$ cat config.mk
export PLATFORM = sky130hd
export DESIGN_NAME = rf_gen
export DESIGN_NICKNAME = d
export VERILOG_FILES = /design/src/rtl/rf_gen.sv
export SDC_FILE = /design/constraint.sdc
export NUM_CORES = 1
export LEC_CHECK = 0
export ABC_AREA = 1
export CAP_MARGIN = 30
export CORE_AREA = 8 8 137 139
export CTS_CLUSTER_DIAMETER = 120
export CTS_CLUSTER_SIZE = 14
export DETAILED_ROUTE_END_ITERATION = 7
export DIE_AREA = 0 0 145 147
export PLACE_DENSITY = 0.76
export SYNTH_ARGS = -nofsm -noshare
export SYNTH_HDL_FRONTEND = slang
export SYNTH_SLANG_ARGS = --single-unit
$ cat constraint.sdc
create_clock -name clk -period 9.75 [get_ports clk]
set_clock_uncertainty 0.2 [all_clocks]
set_input_delay 2.925 -clock clk [delete_from_list [all_inputs] [get_ports clk]]
set_output_delay 2.925 -clock clk [all_outputs]
set_load 0.01 [all_outputs]
$ cat src/rtl/rf_gen.sv
// Multi-port register file with per-lane writes, optional same-cycle write bypass,
// an issue/write pending scoreboard and a sequential clear engine.
module rf_gen #(
    parameter int DATA_W  = 16,
    parameter int LANE_W  = 8,
    parameter int DEPTH   = 8,
    parameter int NREAD   = 2,
    parameter int BYPASS  = 1,
    parameter int ZERO_R0 = 0,
    localparam int AW     = (DEPTH > 1) ? $clog2(DEPTH) : 1,
    localparam int NL     = DATA_W / LANE_W
) (
    input  logic                    clk,
    input  logic                    rst,
    input  logic                    wr_en,
    input  logic [AW-1:0]           wr_addr,
    input  logic [DATA_W-1:0]       wr_data,
    input  logic [NL-1:0]           wr_lanes,
    output logic                    wr_ready,
    input  logic [NREAD*AW-1:0]     rd_addr,
    output logic [NREAD*DATA_W-1:0] rd_data,
    output logic [NREAD-1:0]        rd_pend,
    input  logic                    iss_en,
    input  logic [AW-1:0]           iss_addr,
    input  logic                    clr_req,
    output logic                    clr_busy
);

    typedef enum logic {IDLE, CLEAR} state_t;

    localparam logic [AW:0]   DEPTH_X  = (AW+1)'(DEPTH);
    localparam logic [AW-1:0] LAST_IDX = AW'(DEPTH-1);
    localparam logic          HAS_ZERO = (ZERO_R0 != 0);
    localparam logic          HAS_BYP  = (BYPASS != 0);

    state_t              r_state;
    state_t              w_nextState;
    logic [AW-1:0]       r_clrIdx;
    logic [AW-1:0]       w_nextClrIdx;
    logic [DATA_W-1:0]   r_mem [DEPTH];
    logic [DEPTH-1:0]    r_pend;
    logic                w_clearing;
    logic                w_wrAccept;
    logic                w_issValid;

    assign w_clearing = (r_state == CLEAR);
    assign clr_busy   = w_clearing;
    assign wr_ready   = !rst && (r_state == IDLE) && !clr_req;

    // Register 0 is hardwired to zero when ZERO_R0 is set, so it never accepts data or pending state.
    assign w_wrAccept = wr_en && wr_ready && ({1'b0, wr_addr} < DEPTH_X)
                        && !(HAS_ZERO && (wr_addr == '0));
    assign w_issValid = iss_en && ({1'b0, iss_addr} < DEPTH_X)
                        && !(HAS_ZERO && (iss_addr == '0));

    always_comb begin
        w_nextState  = r_state;
        w_nextClrIdx = r_clrIdx;
        case (r_state)
            IDLE: begin
                if (clr_req) begin
                    w_nextState  = CLEAR;
                    w_nextClrIdx = '0;
                end
            end
            CLEAR: begin
                if (r_clrIdx == LAST_IDX) begin
                    w_nextState  = IDLE;
                    w_nextClrIdx = '0;
                end else begin
                    w_nextClrIdx = r_clrIdx + AW'(1);
                end
            end
            default: begin
                w_nextState  = IDLE;
                w_nextClrIdx = '0;
            end
        endcase
    end

    always_ff @(posedge clk or posedge rst) begin
        if (rst) begin
            r_state  <= IDLE;
            r_clrIdx <= '0;
        end else begin
            r_state  <= w_nextState;
            r_clrIdx <= w_nextClrIdx;
        end
    end

    // Issue is applied last so it wins over a same-cycle write or clear of the same entry.
    always_ff @(posedge clk or posedge rst) begin
        if (rst) begin
            for (int i = 0; i < DEPTH; i++) begin
                r_mem[i] <= '0;
            end
            r_pend <= '0;
        end else begin
            if (w_clearing) begin
                r_mem[r_clrIdx]  <= '0;
                r_pend[r_clrIdx] <= 1'b0;
            end
            if (w_wrAccept) begin
                for (int l = 0; l < NL; l++) begin
                    if (wr_lanes[l]) begin
                        r_mem[wr_addr][l*LANE_W +: LANE_W] <= wr_data[l*LANE_W +: LANE_W];
                    end
                end
                r_pend[wr_addr] <= 1'b0;
            end
            if (w_issValid) begin
                r_pend[iss_addr] <= 1'b1;
            end
        end
    end

    for (genvar p = 0; p < NREAD; p++) begin : g_rd
        logic [AW-1:0]     w_addr;
        logic              w_inRange;
        logic [DATA_W-1:0] w_data;
        logic              w_pendBit;

        assign w_addr    = rd_addr[p*AW +: AW];
        assign w_inRange = ({1'b0, w_addr} < DEPTH_X);

        // Bypass merges only the lanes being written; the rest come from storage.
        always_comb begin
            w_data    = '0;
            w_pendBit = 1'b0;
            if (w_inRange && !(HAS_ZERO && (w_addr == '0))) begin
                w_data    = r_mem[w_addr];
                w_pendBit = r_pend[w_addr];
            end
            if (HAS_BYP && w_wrAccept && (wr_addr == w_addr)) begin
                for (int l = 0; l < NL; l++) begin
                    if (wr_lanes[l]) begin
                        w_data[l*LANE_W +: LANE_W] = wr_data[l*LANE_W +: LANE_W];
                    end
                end
            end
        end

        assign rd_data[p*DATA_W +: DATA_W] = w_data;
        assign rd_pend[p]                  = w_pendBit;
    end

endmodule
# --- Yosys cells after proc, flatten, opt, wreduce, memory -nomap -nowiden ---
# Cells that the tools add are included.
word_totals:
  elab_cells: 98
  inputBits: 35
  ff_bits: 140
classes:
  addsub: 1
  n_lt_le_gt_ge: 14
  n_mux: 44
  n_reduce_logical: 12
  eq_ne: 4
  bitwise: 12
op_table:
  columns: ["cell", "count"]
  rows:
  - ["$mux W128", 5]
  - ["$bwmux W128", 2]
  - ["$demux W16 S3", 3]
  - ["$and A128 B128 Y128", 1]
  - ["$mux W16", 8]
  - ["$not A128 Y128", 1]
  - ["$bmux W16 S3", 2]
  - ["$mux W8", 8]
  - ["$lt A3 B4 Y1 const B", 5]
  - ["$and A8 B8 Y8", 2]
  - ["$ge A4 B4 Y1 const B", 4]
  - ["$not A3 Y4", 4]
  - ["$not A8 Y8", 2]
  - ["$logic_and A1 B1 Y1", 10]
  - ["$demux W1 S3", 3]
  - ["$ge A3 B1 Y1 const B", 3]
  - ["$lt A4 B1 Y1 const B", 2]
  - ["$or A8 B8 Y8", 1]
  - ["$mux W1", 7]
  - ["$bmux W1 S3", 2]
  - ["$eq A3 B3 Y1", 2]
  - ["$mux W3", 2]
  - ["$pmux W3 S2", 1]
  - ["$add A3 B1 Y3 const B", 1]
  - ["5 further kinds", 6]

# --- Longest topological paths before layout ---
# Gate-level depths: netlist of run 1.
depth:
  ltp_word: 14
  mapped_depth: 10
  mapped_depth_nobuf: 9

# --- Least setup slack after synthesis of run 1 ---
# OpenSTA, ideal clock, no wires.
synth_timing:
  path_type: "input-to-output"
  startpoint: "input rst"
  endpoint: "output rd_data[11]"
  required_time_ns: 6.625
  t_arrival_ns: 7.238
  slack_ns: -0.613
  n_path_buf: 1
  stages: 6
  path_cell_list: "inv_1 -> nand3_4 -> nor2_2 -> nand3_2 -> buf_2 -> o21ai_0"
synth_via:
  elab_chain_cells: 6
synth_rtl:
  columns: ["element", "line_no", "text"]
  rows:
  - ["from (decl)", "14", "input logic rst,"]
  - ["$logic_not A1 Y1 (no source line)", null, null]
  - ["$logic_and A1 B1 Y1 (2 in a row)", "48", "assign wr_ready = !rst && (r_state == IDLE) && !clr_req;"]
  - ["$logic_and A1 B1 Y1", "51", "assign w_wrAccept = wr_en && wr_ready && ({1'b0, wr_addr} < DEPTH_X)"]
  - ["$logic_and A1 B1 Y1", "134", "if (HAS_BYP && w_wrAccept && (wr_addr == w_addr)) begin"]
  - ["$mux W16", "134", null]
  - ["to (decl)", "21", "output logic [NREAD*DATA_W-1:0] rd_data,"]
# No other way between the ends.

# --- Final worst setup path of run 1 ---
layout_timing:
  startpoint: "input rd_addr[5]"
  endpoint: "output rd_data[30]"
layout_via:
  elab_chain_cells: 6
layout_rtl:
  columns: ["element", "line_no", "text"]
  rows:
  - ["from (decl)", "20", "input logic [NREAD*AW-1:0] rd_addr,"]
  - ["$not A3 Y4 (not written as such)", "131", "w_data = r_mem[w_addr];"]
  - ["$bmux W16 S3", "131", null]
  - ["$mux W16 (not written as such) (2 in a row)", "131", null]
  - ["$mux W8", "136", "if (wr_lanes[l]) begin"]
  - ["$mux W16 (*)", "134", null]
# Every way passes the cells marked *; elsewhere a longest branch is shown, timed or not. The select of a mux whose other input is x is not followed.

==> results of run 1 <==
==> logic make-up after synthesis <==
family | synth area share
simple gates | 0.324
xor+xnor | 0.00198
buf+inv | 0.0924
flops | 0.396
fa+ha+maj | 0.00283
compound gates | 0.182
==> worst max path at each step <==
stage | to | depth (start not counted) | slack, ns | start
4_1_cts | rd_data[30] | 8 | 1.00 | rd_addr[5]
2_1_floorplan | rd_data[11] | 7 | 0.44 | rst
3_3_place_gp | rd_data[18] | 8 | 1.03 | rd_addr[5]
3_5_place_dp | rd_data[30] | 8 | 1.01 | rd_addr[5]
5_1_grt | rd_data[12] | 8 | 0.77 | rd_addr[1]
6_report | rd_data[30] | 8 | 0.94 | rd_addr[5]
==> worst max-delay path: cells and delay by family <==
family                 cells  cell delay, ns
buffers and inverters      4            2.08
and+or+nand+nor            4            0.68
==> where the power goes <==
| group | internal (mW) | total [mW] | leakage [nW] | switching (mW) |
|---|---|---|---|---|
| sequential | 0.627 | 0.664 | 1.93 | 0.0371 |
| clock | 0.330 | 0.596 | 0.254 | 0.266 |
| combinational | 0.167 | 0.465 | 2.26 | 0.298 |
==> through the flow <==
step	power (mW)	util	area (µm²)	setup WS, ns
floorplan	0.942	-	8840	0.436
global placement	1.11	0.571	9560	1.03
detailed placement	1.12	0.573	9590	1.01
CTS	1.71	0.605	10100	1.00
global route	1.79	0.607	10200	0.769
finish	1.72	0.607	10200	0.938
==> per-layer routing <==
layer,up-vias,share of wire,global-route usage
li1,4294,-,-
met1,4189,0.41,0.346
met2,526,0.44,0.417
met4,0,0.040,0.132
met3,105,0.10,0.0732
met5,-,0,0
==> layout make-up <==
cell class | count | area [µm²] | area share
flip-flops and latches | 140 | 3500 | 0.345
well taps | 225 | 282 | 0.0277
clock buffers | 18 | 439 | 0.0432
repair buffers | 93 | 905 | 0.0890
multi-input cells | 949 | 4530 | 0.446
clock inverters | 14 | 97.6 | 0.00960
inverters | 108 | 409 | 0.0402
==> cells in the final DEF (no fill, tap or decap), drive strengths merged, types with 6 or more instances in the layout <==
cell type	synthesis	final
nand4	17	17
buf	47	25
nand3b	58	58
clkinv	1	9
nor2	94	94
a21oi	79	79
dfrtp	140	140
inv	107	107
clkdlybuf4s50	0	68
o21ai	231	231
nand3	128	128
clkinvlp	0	6
o22ai	9	9
clkbuf	36	18
nand2	327	327
==> flip-flops by register name, indices dropped and copies added, names as in the netlist <==
| signal | cells |
|---|---|
| r_mem | 128 |
| clr_busy | 1 |
| r_clrIdx | 3 |
| r_pend | 8 |
==> synth_stat cells <==
| cell type | number | share of area |
|---|---|---|
| a21oi_1 | 79 | 0.045 |
| buf_1 | 5 | 0.0021 |
| buf_2 | 29 | 0.016 |
| buf_4 | 9 | 0.0076 |
| buf_6 | 4 | 0.0051 |
| clkbuf_1 | 36 | 0.015 |
| clkinv_1 | 1 | 0.00042 |
| dfrtp_1 | 140 | 0.40 |
| ha_1 | 2 | 0.0028 |
| inv_1 | 103 | 0.044 |
| inv_2 | 4 | 0.0017 |
| nand2_1 | 317 | 0.13 |
| nand2_2 | 10 | 0.0071 |
| nand3_1 | 123 | 0.070 |
| nand3_2 | 4 | 0.0045 |
| nand3_4 | 1 | 0.0020 |
| nand3b_1 | 58 | 0.049 |
| nand4_1 | 17 | 0.012 |
| nor2_1 | 85 | 0.036 |
| nor2_2 | 8 | 0.0057 |
| nor2_4 | 1 | 0.0013 |
| nor3_2 | 2 | 0.0023 |
| o21ai_0 | 195 | 0.11 |
| o21ai_1 | 36 | 0.020 |
| o22ai_1 | 9 | 0.0064 |
| xnor2_1 | 2 | 0.0020 |
==> results.ini, run 1 <==
[clock_network]
hold_buffers = 0
htree_levels = 4
cts_tree = done
post_cts_resized = 0
clock-sinks = 140
clk_pin_slew_ns = 0.06
clockBufferDepth = 2
cts-root-buf = clkbuf_16
postCtsSetupRepairBufs = 0
cts_inserted_buffers = 17
clock_latency_ns = 0.44

[routing]
vias = 9114
wl_per_cell_um = 18.7
wl_um = 28900
drt_first_pass_iters = 6
initialDrtViolationCount = 1158
vias_per_cell = 5.89
drc_errors = 0
antenna_left = 0

[hold_path]
holdPathStages = 2
min_path_type = reg -> reg
min_from = r_mem[125]
hold_end = r_mem[125]

[final_layout]
layout.nets = 1346
layout-drive-gt1-share = 0.0696
insertedDiodeCount = 0
fillers = 1559
stdcell_count = 1547
area.growth.synth_to_final_pct = 15.0

[critical_path]
worstPathArrival_ns = 5.69
critPathRequiredTime_ns = 6.63
critical_path.max_stage_delay_ns = 0.68
worst_setup_path_start_kind = primary input
crit_chain = clkdlybuf4s50_1 -> buf_4 -> clkinv_1 -> nand3_1 -> nand2_1 -> nand2_1 -> nand2_1 -> clkdlybuf4s50_1
cp_slowest_cell = clkinv_1
cpMostUsedCell = nand2_1
end_kind = output pin
path_max_fanout = 18
ff2ff_setup_slack_ns = 7.45
timing.rr.end = r_mem[88]
r2r_start = clr_busy
critPathKind = in -> out
ff2ff_path_depth = 5

[timing]
worst_slew_pin_slew_ns = 1.07
maxSlewViolCount = 0
fin_tns_setup_ns = 0
maxSlewHeadroom = 0.285
hold_viol_final = 0
rsz0062_at_grt = false
setup_viol = 0
finalCritPeriodShare = 0.904
min_period_ns = 8.81
fmax_mhz = 113
timing.hold.ws_ns = 0.340

[global_route]
grt_pass1_vias = 8608
grt_max_degree = 76
antenna_found_initial = 0
track_usage = 0.271
grt_pass1_wl_um = 46400
grt_overflow = 0

[floorplanning]
die-area_um2 = 21300
die_y_um = 147
io-pin-count = 71
core-area_um2 = 16800
rows = 48
start_util = 0.527
die_x_um = 145

[placement]
hpwl_um = 18400
port_buffers = 70
dp.cells = 1513
globalplace.congestion = 0.887

[synth]
yosysUniqueCellTypes = 26
synth.avg_cell_area_um2 = 6.91
seq_area_frac_synth = 0.396
ys_ff_latch = 140
synthCells = 1280
yosysWarningCount = 0
syn_nets = 1317
post_synth_instance_area_um2 = 8840

[power_and_ir_drop]
power.leakage_nw = 4.44
ir_worst_vdd_v = 0.000136
p_per_area_nw_per_um2 = 170

[flow_run]
max-cap-violations = 0

[run_status]
outcome = complete, no violations

Note: power is estimated with default switching activity, not from simulation.
==> run 2: changes to the inputs <==
--- a/config.mk
+++ b/config.mk
@@ -8,6 +8,7 @@
 export ABC_AREA = 1
 export CAP_MARGIN = 30
 export CORE_AREA = 8 8 137 139
+export CTS_BUF_LIST = sky130_fd_sc_hd__clkbuf_16
 export CTS_CLUSTER_DIAMETER = 120
 export CTS_CLUSTER_SIZE = 14
 export DETAILED_ROUTE_END_ITERATION = 7
==> run 2 against run 1 <==
Net effect: via count is 0.89% higher; sequential share of layout area hardly changed; first-iteration DRC count is 0.69% lower; critical path depth stayed put; critical path type unchanged; highest routed layer unchanged.
==> results.ini, run 2 (synthesis results as in run 1) <==
[placement]
globalplace.congestion = 0.887  ; unchanged
port_buffers = 70  ; unchanged
hpwl_um = 18400  ; unchanged

[routing]
vias_per_cell = 5.94  ; was 5.89
drt_first_pass_iters = 6  ; unchanged
initialDrtViolationCount = 1150  ; was 1158
wl_per_cell_um = 18.6  ; was 18.7 µm
antenna_left = 0  ; unchanged
wl_um = 28800  ; was 28900 µm
vias = 9195  ; was 9114
drc_errors = 0  ; unchanged

[floorplanning]
die_x_um = 145  ; unchanged
die-area_um2 = 21300  ; unchanged
rows = 48  ; unchanged
die_y_um = 147  ; unchanged
io-pin-count = 71  ; unchanged
core-area_um2 = 16800  ; unchanged
start_util = 0.527  ; unchanged

[critical_path]
crit_chain = clkdlybuf4s50_1 -> buf_4 -> clkinv_1 -> nand3_1 -> nand2_1 -> nand2_1 -> nand2_1 -> clkdlybuf4s50_1  ; unchanged
ff2ff_path_depth = 5  ; unchanged
timing.rr.end = r_mem[89]  ; was r_mem[88]
worstPathArrival_ns = 5.71  ; was 5.69 ns
critPathKind = in -> out  ; unchanged
path_max_fanout = 18  ; unchanged
ff2ff_setup_slack_ns = 7.45  ; about the same
critPathRequiredTime_ns = 6.63  ; about the same
critPathTopFamily = buffers and inverters  ; unchanged
r2r_start = clr_busy  ; unchanged
worst_setup_path_start_kind = primary input  ; unchanged
end_kind = output pin  ; unchanged
cp_slowest_cell = clkinv_1  ; unchanged
path_buf_inv = 4  ; unchanged
cpMostUsedCell = nand2_1  ; unchanged
critical_path.max_stage_delay_ns = 0.70  ; was 0.68 ns

[hold_path]
min_from = r_mem[79]  ; was r_mem[125]
hold_end = r_mem[79]  ; was r_mem[125]
min_path_type = reg -> reg  ; unchanged
holdPathStages = 2  ; unchanged

[final_layout]
largest_reg_flops = 128  ; unchanged
insertedDiodeCount = 0  ; unchanged
layout.nets = 1346  ; unchanged
layout-drive-gt1-share = 0.0688  ; was 0.0696
regMostFlops = r_mem  ; unchanged
final_common_cell = nand2_1  ; unchanged
finish.utilization = 0.606  ; was 0.607
area.growth.synth_to_final_pct = 14.9  ; was 15.0%
reg_top3 = r_mem x128, r_pend x8, r_clrIdx x3  ; unchanged
layout_common_cells = 317 x nand2_1, 195 x o21ai_0, 140 x dfrtp_1  ; unchanged

[timing]
min_period_ns = 8.84  ; was 8.81 ns
finalCritPeriodShare = 0.906  ; was 0.904
setup_viol = 0  ; unchanged
hold_viol_final = 0  ; unchanged
rsz0062_at_grt = false  ; unchanged
maxSlewHeadroom = 0.280  ; was 0.285
worst_slew_pin_slew_ns = 1.08  ; was 1.07 ns
fmax_mhz = 113  ; about the same
fin_tns_setup_ns = 0  ; unchanged
maxSlewViolCount = 0  ; unchanged

[power_and_ir_drop]
p_per_area_nw_per_um2 = 169  ; was 170 nW/µm²
power.leakage_nw = 4.44  ; about the same
ir_worst_vdd_v = 0.000135  ; was 0.000136 V

[clock_network]
clockBufferDepth = 2  ; unchanged
clock-sinks = 140  ; unchanged
clock_latency_ns = 0.44  ; about the same
postCtsSetupRepairBufs = 0  ; unchanged
hold_buffers = 0  ; unchanged
cts_inserted_buffers = 17  ; unchanged
cts_tree = done  ; unchanged
htree_levels = 4  ; unchanged
clk_pin_slew_ns = 0.06  ; about the same
post_cts_resized = 0  ; unchanged
cts-root-buf = clkbuf_16  ; unchanged

[global_route]
grt_max_degree = 76  ; unchanged
antenna_found_initial = 0  ; unchanged
grt_overflow = 0  ; unchanged
grt_pass1_wl_um = 46500  ; was 46400 µm
track_usage = 0.271  ; about the same
grt_pass1_vias = 8582  ; was 8608

[run_status]
outcome = complete, no violations  ; unchanged

[flow_run]
max-cap-violations = 0  ; unchanged

==> run 2: through the flow <==
| stage | hold WS, ns | power, mW | std cells | area, µm² | setup WS (ns) |
|---|---|---|---|---|---|
| floorplan | 0.302 | 0.942 | 1280 | 8840 | 0.436 |
| global placement | 0.318 | 1.11 | 1511 | 9560 | 1.03 |
| detailed placement | 0.322 | 1.12 | 1513 | 9590 | 1.01 |
| CTS | 0.339 | 1.70 | 1545 | 10100 | 1.00 |
| global route | 0.363 | 1.78 | 1547 | 10200 | 0.766 |
| finish | 0.343 | 1.71 | 1547 | 10200 | 0.913 |
==> run 2: power breakdown <==
| group | total (mW) | switching [mW] | leakage [nW] | internal [mW] |
|---|---|---|---|---|
| Clock | 0.587 | 0.265 | 0.248 | 0.322 |
| Sequential | 0.664 | 0.0369 | 1.93 | 0.627 |
| Combinational | 0.463 | 0.296 | 2.26 | 0.167 |
==> run 2: cell type report <==
type                            instances  area, µm²
Fill cell                            1559       6600
Multi-Input combinational cell        949       4530
Sequential cell                       140       3500
Timing Repair Buffer                   93        905
Clock buffer                           17        425
Inverter                              108        409
Tap cell                              225        282
Clock inverter                         15        101
==> run 2: per-layer routing <==
layer	vias to the layer above	wire, µm	global-route usage
li1	4297	-	-
met2	541	12900	0.419
met3	99	2830	0.0723
met1	4258	12000	0.349
met4	0	1110	0.126
met5	-	0	0
==> run 2: worst max-delay path by stage <==
stage | from | to | depth (start not counted)
5_1_grt | rd_addr[1] | rd_data[12] | 8
2_1_floorplan | rst | rd_data[11] | 7
3_3_place_gp | rd_addr[5] | rd_data[18] | 8
3_5_place_dp | rd_addr[5] | rd_data[30] | 8
6_report | rd_addr[5] | rd_data[30] | 8
4_1_cts | rd_addr[5] | rd_data[30] | 8
==> run 2: worst reg2reg max path: stages (launching register included) <==
cell and delay (ns):
dfrtp_1 0.49, nand2_1 0.28, nor2_2 0.90, nor2_1 0.09, nand2_1 0.10, o21ai_0 0.10
==> run 3: changes to the inputs <==
--- a/config.mk
+++ b/config.mk
@@ -7,13 +7,13 @@
 export LEC_CHECK = 0
 export ABC_AREA = 1
 export CAP_MARGIN = 30
-export CORE_AREA = 8 8 137 139
+export CORE_AREA = 8 8 145 147
 export CTS_BUF_LIST = sky130_fd_sc_hd__clkbuf_16
 export CTS_CLUSTER_DIAMETER = 120
 export CTS_CLUSTER_SIZE = 14
 export DETAILED_ROUTE_END_ITERATION = 7
-export DIE_AREA = 0 0 145 147
-export PLACE_DENSITY = 0.76
+export DIE_AREA = 0 0 153 155
+export PLACE_DENSITY = 0.69
 export SYNTH_ARGS = -nofsm -noshare
 export SYNTH_HDL_FRONTEND = slang
 export SYNTH_SLANG_ARGS = --single-unit
==> run 3 against run 2 <==
Net effect: flip-flop and latch count stayed put; sequential power about the same; utilization fell by 6.4 points; clock power is 20% higher; die area increased by 11%; largest cell class unchanged; first-iteration DRC count decreased by 8.1%; clock-buffer cell count is the same; combinational power up 4.5%; final cell count up 0.71%; non-clock buffer count is 1 lower; cell area up 1.2%; maximum frequency rose by 3.3%.
==> results.ini, run 3 (synthesis results as in run 1) <==
[run_status]
outcome = complete, no violations  ; unchanged

[final_layout]
regMostFlops = r_mem  ; unchanged
layout_common_cells = 317 x nand2_1, 195 x o21ai_0, 140 x dfrtp_1  ; unchanged
reg_top3 = r_mem x128, r_pend x8, r_clrIdx x3  ; unchanged
multi_input_area_um2 = 4540  ; was 4530 µm²
final_area_um2 = 10300  ; was 10200 µm²
final_common_cell = nand2_1  ; unchanged
insertedDiodeCount = 0  ; unchanged
layout-drive-gt1-share = 0.0667  ; was 0.0688
fillers = 1874  ; was 1559
area.growth.synth_to_final_pct = 16.3  ; was 14.9%
layout.nets = 1345  ; was 1346
largest_reg_flops = 128  ; unchanged
register_area_um2 = 3500  ; unchanged

[floorplanning]
io-pin-count = 71  ; unchanged
rows = 51  ; was 48
start_util = 0.466  ; was 0.527
die_y_um = 155  ; was 147 µm
die_x_um = 153  ; was 145 µm
core-area_um2 = 19000  ; was 16800 µm²
die-area_um2 = 23700  ; was 21300 µm²

[critical_path]
crit_start = rd_addr[4]  ; was rd_addr[5]
ff2ff_path_depth = 4  ; was 5
critPathRequiredTime_ns = 6.63  ; about the same
end_kind = output pin  ; unchanged
r2r_start = clr_busy  ; unchanged
path_max_fanout = 45  ; was 18
cpMostUsedCell = nand2_1  ; unchanged
critPathTopFamily = buffers and inverters  ; unchanged
critPathKind = in -> out  ; unchanged
worst-path-stages = 11  ; was 8
path_buf_inv = 5  ; was 4
worstPathArrival_ns = 5.43  ; was 5.71 ns
worst_setup_path_start_kind = primary input  ; unchanged
timing.rr.end = r_mem[124]  ; was r_mem[89]
crit_end = rd_data[30]  ; unchanged
ff2ff_setup_slack_ns = 7.46  ; was 7.45 ns
critical_path.max_stage_delay_ns = 0.53  ; was 0.70 ns
crit_chain = clkdlybuf4s50_1 -> buf_4 -> inv_2 -> buf_4 -> a21oi_1 -> o21ai_0 -> nand3_1 -> nand2_1 -> nand2_1 -> nand2_1 -> clkdlybuf4s50_1  ; was clkdlybuf4s50_1 -> buf_4 -> clkinv_1 -> nand3_1 -> nand2_1 -> nand2_1 -> nand2_1 -> clkdlybuf4s50_1
cp_slowest_cell = clkdlybuf4s50_1  ; was clkinv_1

[timing]
maxSlewHeadroom = 0.290  ; was 0.280
fin_tns_setup_ns = 0  ; unchanged
finalCritPeriodShare = 0.877  ; was 0.906
worst_slew_pin_slew_ns = 1.06  ; was 1.08 ns
setup_viol = 0  ; unchanged
min_period_ns = 8.55  ; was 8.84 ns
rsz0062_at_grt = false  ; unchanged
fmax_mhz = 117  ; was 113 MHz
finalWorstSetupSlack_ns = 1.20  ; was 0.913 ns
hold_viol_final = 0  ; unchanged
maxSlewViolCount = 0  ; unchanged

[power_and_ir_drop]
ir_worst_vdd_v = 0.000110  ; was 0.000135 V
power.leakage_nw = 4.49  ; was 4.44 nW
p_per_area_nw_per_um2 = 181  ; was 169 nW/µm²

[routing]
vias = 9148  ; was 9195
wl_um = 30000  ; was 28800 µm
wl_per_cell_um = 19.2  ; was 18.6 µm
drt_first_pass_iters = 5  ; was 6
initialDrtViolationCount = 1057  ; was 1150
drc_errors = 0  ; unchanged
antenna_left = 0  ; unchanged
vias_per_cell = 5.87  ; was 5.94

[global_route]
grt_pass1_wl_um = 48100  ; was 46500 µm
track_usage = 0.257  ; was 0.271
grt_max_degree = 141  ; was 76
grt_overflow = 0  ; unchanged
antenna_found_initial = 0  ; unchanged
grt_pass1_vias = 8684  ; was 8582

[placement]
pre_cts_slack_ns = 1.28  ; was 1.01 ns
hpwl_um = 18900  ; was 18400 µm
globalplace.congestion = 0.874  ; was 0.887
port_buffers = 70  ; unchanged
place_area_um2 = 9650  ; was 9590 µm²

[flow_run]
max-cap-violations = 0  ; unchanged

[hold_path]
min_path_type = reg -> reg  ; unchanged
min_from = r_mem[122]  ; was r_mem[79]

[clock_network]
postCtsSetupRepairBufs = 0  ; unchanged
hold_buffers = 0  ; unchanged
clock_latency_ns = 0.42  ; was 0.44 ns
post_cts_resized = 0  ; unchanged
clk_pin_slew_ns = 0.06  ; about the same
cts-root-buf = clkbuf_16  ; unchanged
cts_inserted_buffers = 17  ; unchanged
clockBufferDepth = 2  ; unchanged
clock-sinks = 140  ; unchanged
htree_levels = 4  ; unchanged
cts_tree = done  ; unchanged

run 3: worst min-delay path by stage:
stage                             to  depth (start not counted)
after floorplan           r_mem[104]                          2
after global placement    r_mem[120]                          2
after detailed placement  r_mem[122]                          2
after CTS                 r_mem[122]                          2
after global routing       r_mem[40]                          2
final                     r_mem[122]                          2
run 3: tightest hold or removal path: cells and delay by family, from the launching register on:
family / cells / cell delay, ns
simple gates: 1 / 0.08
compound gates: 1 / 0.07
flops: 1 / 0.36
run 3: layout make-up:
class	instances	share of cell area
flip-flops and latches	140	0.341
clock inverters	14	0.0197
multi-input cells	949	0.441
repair buffers	92	0.0881
inverters	108	0.0398
clock buffers	17	0.0414
well taps	238	0.0290
run 3: layer usage:
metal	part of all wire	global-route usage	vias up	wire length, µm
met5	0	0	-	0
met4	0.038	0.121	0	1130
met3	0.098	0.0544	99	2940
met2	0.44	0.396	502	13200
met1	0.42	0.342	4246	12700
li1	-	-	4301	-
run 3: report_power, final:
group / switching (mW) / internal [mW] / leakage (nW)
clock: 0.258 / 0.449 / 0.301
sequential: 0.0386 / 0.627 / 1.93
combinational: 0.312 / 0.171 / 2.26
run 3: per-stage QoR:
| step | hold WS [ns] | power [mW] | utilization | cells |
|---|---|---|---|---|
| after floorplan | 0.302 | 0.942 | - | 1280 |
| after global placement | 0.319 | 1.12 | 0.506 | 1524 |
| after detailed placement | 0.326 | 1.15 | 0.509 | 1527 |
| after CTS | 0.343 | 1.85 | 0.542 | 1558 |
| after global routing | 0.364 | 1.93 | 0.542 | 1558 |
| final | 0.344 | 1.86 | 0.542 | 1558 |
